`config.mk`:
```
export PLATFORM = sky130hd
export DESIGN_NAME = rom_stream_loader
export DESIGN_NICKNAME = d
export VERILOG_FILES = /design/src/rtl/loader_defs.sv /design/src/rtl/loader_word_pack.sv /design/src/rtl/rom_stream_loader.sv
export SDC_FILE = /design/constraint.sdc
export NUM_CORES = 1
export LEC_CHECK = 0
export ABC_AREA = 0
export BUFFER_PORTS_ARGS = -buffer_cell sky130_fd_sc_hd__buf_2
export CELL_PAD_IN_SITES_DETAIL_PLACEMENT = 0
export CELL_PAD_IN_SITES_GLOBAL_PLACEMENT = 2
export CORE_ASPECT_RATIO = 1.2
export CORE_MARGIN = 2
export CORE_UTILIZATION = 42
export CTS_CLUSTER_DIAMETER = 60
export DETAILED_ROUTE_END_ITERATION = 16
export GPL_ROUTABILITY_DRIVEN = 0
export PLACE_DENSITY_LB_ADDON = 0.1
export SETUP_SLACK_MARGIN = 0.4
export SLEW_MARGIN = 15
export SYNTH_ARGS = -nofsm -noshare
export SYNTH_HDL_FRONTEND = slang
export SYNTH_SLANG_ARGS = --single-unit
export TNS_END_PERCENT = 20
```
`constraint.sdc`:
```
create_clock -name clk -period 10 [get_ports clk]
set_input_delay 1.5 -clock clk [delete_from_list [all_inputs] [get_ports clk]]
set_output_delay 1.5 -clock clk [all_outputs]
set_load 0.01 [all_outputs]
```
`src/rtl/loader_defs.sv`:
```
// Shared definitions for the boot-time ROM stream loader.
package loader_defs;

    // Frame parser states, in frame field order: SYNC, LEN_LO, LEN_HI, data, CSUM.
    typedef enum logic [2:0] {
        StIdle,
        StLen0,
        StLen1,
        StData,
        StCsum,
        StDone,
        StErr
    } state_e;

    localparam logic [7:0]  SYNC_DEFAULT   = 8'hA5;
    localparam int unsigned BYTES_PER_WORD = 4;
    localparam logic [7:0]  CSUM_INIT      = 8'h00;

    // Word count is sent little-endian: low byte first.
    function automatic logic [15:0] frame_len(input logic [7:0] lo, input logic [7:0] hi);
        return {hi, lo};
    endfunction

endpackage

```
`src/rtl/loader_word_pack.sv`:
```
// Assembles little-endian 32-bit words from a byte stream.
module loader_word_pack (
    input  logic        clk,
    input  logic        rst,
    input  logic        clr,
    input  logic        byte_valid,
    input  logic [7:0]  byte_data,
    output logic        word_valid,
    output logic [31:0] word
);

    logic [1:0]  byte_cnt_q;
    logic [23:0] lanes_q;

    // The fourth byte completes the word combinationally; the caller registers it.
    always_comb begin
        word_valid = byte_valid && (byte_cnt_q == 2'd3);
        word       = {byte_data, lanes_q};
    end

    // Lane shift register: byte_cnt selects which lane the incoming byte fills.
    always_ff @(posedge clk or posedge rst) begin
        if (rst) begin
            byte_cnt_q <= 2'd0;
            lanes_q    <= 24'd0;
        end else if (clr) begin
            byte_cnt_q <= 2'd0;
            lanes_q    <= 24'd0;
        end else if (byte_valid) begin
            case (byte_cnt_q)
                2'd0:    lanes_q[7:0]   <= byte_data;
                2'd1:    lanes_q[15:8]  <= byte_data;
                2'd2:    lanes_q[23:16] <= byte_data;
                default: lanes_q        <= lanes_q;
            endcase
            byte_cnt_q <= byte_cnt_q + 2'd1;
        end
    end

endmodule

```
`src/rtl/rom_stream_loader.sv`:
```
// Boot loader: parses SYNC/LEN/data/CSUM frames, writes instruction ROM, gates core reset.
module rom_stream_loader
    import loader_defs::*;
#(
    parameter int unsigned ADDR_W      = 8,
    parameter logic [7:0]  SYNC_BYTE   = SYNC_DEFAULT,
    parameter int unsigned TIMEOUT_CYC = 100000
) (
    input  logic              clk,
    input  logic              rst,
    input  logic              rx_valid,
    input  logic [7:0]        rx_data,
    output logic              rom_we,
    output logic [ADDR_W-1:0] rom_waddr,
    output logic [31:0]       rom_wdata,
    output logic              cpu_hold,
    output logic              load_done,
    output logic              load_err
);

    localparam int unsigned DEPTH = 32'd1 << ADDR_W;

    state_e      state_q;
    logic [7:0]  len_lo_q;
    logic [15:0] len_q;
    logic [16:0] word_idx_q;
    logic [7:0]  csum_q;
    logic [31:0] idle_q;

    logic        in_frame;
    logic        timeout_hit;
    logic        last_word;
    logic        is_sync;
    logic [15:0] n_rx;
    logic        pack_valid;
    logic        word_valid;
    logic [31:0] word;

    // Frame decode helpers; the idle counter only runs while a frame is open.
    always_comb begin
        in_frame    = (state_q == StLen0) || (state_q == StLen1) ||
                      (state_q == StData) || (state_q == StCsum);
        timeout_hit = in_frame && !rx_valid && (idle_q == 32'(TIMEOUT_CYC - 1));
        last_word   = (word_idx_q + 17'd1) == {1'b0, len_q};
        is_sync     = (rx_data == SYNC_BYTE);
        n_rx        = frame_len(len_lo_q, rx_data);
        pack_valid  = rx_valid && (state_q == StData);
    end

    // Packer is held clear outside DATA so an aborted frame never leaks a partial word.
    loader_word_pack u_word_pack (
        .clk        (clk),
        .rst        (rst),
        .clr        (state_q != StData),
        .byte_valid (pack_valid),
        .byte_data  (rx_data),
        .word_valid (word_valid),
        .word       (word)
    );

    // Frame FSM with registered ROM write port and status outputs.
    always_ff @(posedge clk or posedge rst) begin
        if (rst) begin
            state_q    <= StIdle;
            len_lo_q   <= 8'd0;
            len_q      <= 16'd0;
            word_idx_q <= 17'd0;
            csum_q     <= CSUM_INIT;
            idle_q     <= 32'd0;
            rom_we     <= 1'b0;
            rom_waddr  <= '0;
            rom_wdata  <= 32'd0;
            cpu_hold   <= 1'b1;
            load_done  <= 1'b0;
            load_err   <= 1'b0;
        end else begin
            rom_we <= 1'b0;
            if (in_frame && !rx_valid) begin
                idle_q <= idle_q + 32'd1;
            end else begin
                idle_q <= 32'd0;
            end

            if (timeout_hit) begin
                // Words already written are left in ROM.
                state_q   <= StErr;
                load_err  <= 1'b1;
                cpu_hold  <= 1'b1;
                load_done <= 1'b0;
            end else if (rx_valid) begin
                case (state_q)
                    StIdle: begin
                        if (is_sync) begin
                            csum_q  <= CSUM_INIT;
                            state_q <= StLen0;
                        end
                    end
                    StLen0: begin
                        len_lo_q <= rx_data;
                        state_q  <= StLen1;
                    end
                    StLen1: begin
                        len_q      <= n_rx;
                        word_idx_q <= 17'd0;
                        if (32'(n_rx) > DEPTH) begin
                            state_q   <= StErr;
                            load_err  <= 1'b1;
                            cpu_hold  <= 1'b1;
                            load_done <= 1'b0;
                        end else if (n_rx == 16'd0) begin
                            state_q <= StCsum;
                        end else begin
                            state_q <= StData;
                        end
                    end
                    StData: begin
                        csum_q <= csum_q ^ rx_data;
                        if (word_valid) begin
                            rom_we     <= 1'b1;
                            rom_waddr  <= word_idx_q[ADDR_W-1:0];
                            rom_wdata  <= word;
                            word_idx_q <= word_idx_q + 17'd1;
                            if (last_word) begin
                                state_q <= StCsum;
                            end
                        end
                    end
                    StCsum: begin
                        if (rx_data == csum_q) begin
                            state_q   <= StDone;
                            cpu_hold  <= 1'b0;
                            load_done <= 1'b1;
                        end else begin
                            state_q   <= StErr;
                            load_err  <= 1'b1;
                            cpu_hold  <= 1'b1;
                            load_done <= 1'b0;
                        end
                    end
                    StDone: begin
                        if (is_sync) begin
                            cpu_hold  <= 1'b1;
                            load_done <= 1'b0;
                            csum_q    <= CSUM_INIT;
                            state_q   <= StLen0;
                        end
                    end
                    StErr: begin
                        if (is_sync) begin
                            load_err <= 1'b0;
                            csum_q   <= CSUM_INIT;
                            state_q  <= StLen0;
                        end
                    end
                    default: state_q <= StIdle;
                endcase
            end
        end
    end

endmodule
```
==> results by group <==
Critical path
  • CP Class: in -> reg
  • Setup crit end kind: flop
  • CP required: 10.29 ns
  • Worst path arrival time: around 4.3 ns
  • Critical Path Fanout Max: 37
  • CP startpoint kind: input port

Floorplanning
  • Initial Util: 0.428
  • Die H: around 150 microns
  • Row count: 53
  • DIE AREA: roughly 19,000 sq um
  • Die X: 126 microns
  • Core Footprint: 17,500 sq um
  • I/O pin count: 55

Pwr
  • Sw Share: 0.310
  • Pwr/cell area: approximately 210 nW/um^2
  • Switch Pwr: about 0.55 mW
  • Clock power share: 0.365
  • Total Power: 1.78 mW
  • Internal: 1.23 mW
  • Part of the power in combinational logic: 0.194
  • Worst ir drop on vdd: between 100 and 150 uV
  • Static leakage: 3.91 nW
  • Sequential group share of total power: 0.441

Placed design
  • Post-DP HPWL: between 10,000 and 15,000 microns
  • Setup slack after placement: around 5.5 ns
  • Port Buffer Count: 54
  • Post-DP Area: 7890 sq um
  • Placed Cells incl. Taps: approximately 1,000

Clocking
  • CTS root buf: clkbuf_16
  • CTS Hold Bufs: 0
  • Clock Tree Buf Depth: 2
  • Post-cts resize count: 0
  • Total clock sinks: roughly 150
  • H-tree level count: 4
  • Worst-Skew Late Latency: 0.42 ns
  • TritonCTS buffer count: 17
  • Clock Pin Slew Worst Setup and Hold Paths: 0.06 ns
  • Number of setup buffers added after CTS: 0
  • CTS tree: yes

STA
  • Worst setup margin: between 5 and 6 ns
  • Final setup viols: 0
  • Period Utilization, post-route: 0.406
  • RSZ-0062 raised after global routing: no
  • Slew HR: 0.236
  • Fin Setup TNS: 0 ns
  • Tmin final: roughly 4.1 ns
  • Hold_ws: about 0.47 ns
  • Skew final: roughly 0.012 ns
  • Worst slew pin tran: around 1.1 ns
  • Hold Fails Final Rpt: 0
  • Slew Viols, Final: 0
  • Max frequency: between 0.2 and 0.25 GHz

Final layout
  • Util after Layout: 0.484
  • Cell area after layout: roughly 8500 sq um
  • Most common cell after layout, fill and taps aside: dfrtp_1
  • Area delta synth->final: 13.2%
  • Non-Filler Instances: approximately 1,000
  • Number of diodes: 0
  • Final nets: between 800 and 900
  • Filler cells: 1,660
  • Most frequent cells in the layout: dfrtp_1 (153), nand2_1 (143), nor2_1 (63)
  • Share of post-route cells with drive strength above 1: 0.185

Synth
  • Prevailing post-synth register cell: dfrtp_1
  • Mean area per synthesized cell: about 10 sq um
  • #FFs+latches synth: roughly 150
  • Distinct cells, synth: 53
  • Mapped Area: ~7500 sq um
  • Post-synthesis sequential area ratio: 0.515
  • Post-Synthesis Cells: 770
  • Syn. warnings: 0
  • Asr flop ratio synth: 1.00
  • Syn_nets: approximately 800
  • Post-synth EDFFs: 0

Routing
  • Number of DRC markers in iteration 0: 274
  • DR vias/cell: between 5 and 6
  • Wirelength, routed: between 15,000 and 20,000 microns
  • DRC viols: 0
  • Post-route ant nets: 0
  • Vias: roughly 5,600
  • TritonRoute pass-1 iters: 5
  • WL per Instance: 17.0 microns

Global routing
  • Gr usage total: 0.193
  • Largest net degree at the start of global routing: 99
  • First-pass GRT wire length: 29,000 microns
  • Initial antenna violation count: 0
  • Overflow after GRT: 0
  • Vias in the first global route: approximately 5,700

Job
  • Max-cap viol count: 0

Status
  • Outcome: complete, no violations

Min path
  • Tightest Hold Check Type: reg -> reg
## power groups by stage
stage,registers (mW),logic [mW],clock network [mW]
3_3_place_gp,0.793,0.343,0
5_1_grt,0.798,0.387,0.691
6_report,0.786,0.346,0.650
2_1_floorplan,0.763,0.289,0
3_5_place_dp,0.796,0.348,0
4_1_cts,0.785,0.350,0.665
## cells by family after synthesis
group,after synthesis,share of synthesized area
compound gates,110,0.0845
xor+xnor,60,0.0702
fa+ha+maj,6,0.0100
buf+inv,54,0.0297
flops,154,0.515
mux,44,0.0656
simple gates,342,0.225
## synthesized netlist by cell type (all sizes together) (2+ instances only)
master    n  area [sq um]
inv       9          33.8
o211ai    3          22.5
xnor2    25           219
or3       4          25.0
nor3b     3          22.5
o31ai     6          45.0
a31oi     2          12.5
and3b     2          17.5
and2      5          31.3
nand3    47           240
nor4     18           165
and3     13          81.3
nand4    12           103
o41ai     4          35.0
nor3     11          75.1
a211o     2          17.5
buf      19          90.1
nand4b    2          17.5
a21oi    37           189
o21ai    45           225
mux2     41           462
nand2b    3          18.8
clkbuf   26          98.8
nand2   144           541
nor2     63           236
a211oi    3          22.5
and4      5          43.8
dfrtp   153          3830
mux2i     3          30.0
ha        6          75.1
nor2b     6          37.5
xor2     35           307
nand3b    3          22.5
o21a      2          15.0
## state kept, by name (all words and copies together), names as in the netlist
| register | count |
|---|---|
| rom_waddr | 8 |
| u_word_pack.byte_cnt_q | 2 |
| state_q | 3 |
| load_done | 1 |
| len_q | 16 |
| word_idx_q | 17 |
| csum_q | 8 |
| cpu_hold | 1 |
| len_lo_q | 8 |
| idle_q | 32 |
| load_err | 1 |
| rom_we | 1 |
| u_word_pack.lanes_q | 24 |
| rom_wdata | 32 |
## per-layer routing
layer	wire, microns	track usage	up-vias
met4	184	0.0577	0
met2	8890	0.332	85
met3	561	0.0391	13
met1	7980	0.246	2813
li1	-	-	2713
met5	0	0	-
## worst paths after layout
| kind | from | to | slack (ns) | cells after the start |
|---|---|---|---|---|
| worst max-delay path | rx_valid | word_idx_q[7] | 5.94 | 8 |
| worst min-delay path | rom_wdata[14] | rom_wdata[14] | 0.47 | 2 |
| worst max register to register | state_q[2] | word_idx_q[7] | 5.94 | 7 |
| worst min register to register | rom_wdata[14] | rom_wdata[14] | 0.47 | 2 |
| max in group asynchronous | rst | idle_q[0] | 7.45 | 3 |
| min in group asynchronous | rst | word_idx_q[11] | 1.25 | 2 |
## worst max-delay path, stage by stage
cell and delay, ns:
buf_2 0.48, inv_1 0.21, nor2_1 0.65, nand2_2 0.12
inv_2 0.54, nor2_1 0.46, o21ai_0 0.27, o41ai_1 0.10
## layout make-up
type | instances | area (sq um) | share of cell area
well taps | 220 | 275 | 0.0325
clock buffers | 17 | 425 | 0.0502
inverters | 9 | 38.8 | 0.00458
flip-flops and latches | 154 | 3850 | 0.455
repair buffers | 58 | 300 | 0.0354
clock inverters | 15 | 166 | 0.0196
multi-input cells | 562 | 3420 | 0.403
(Power assumes the default switching activity.)
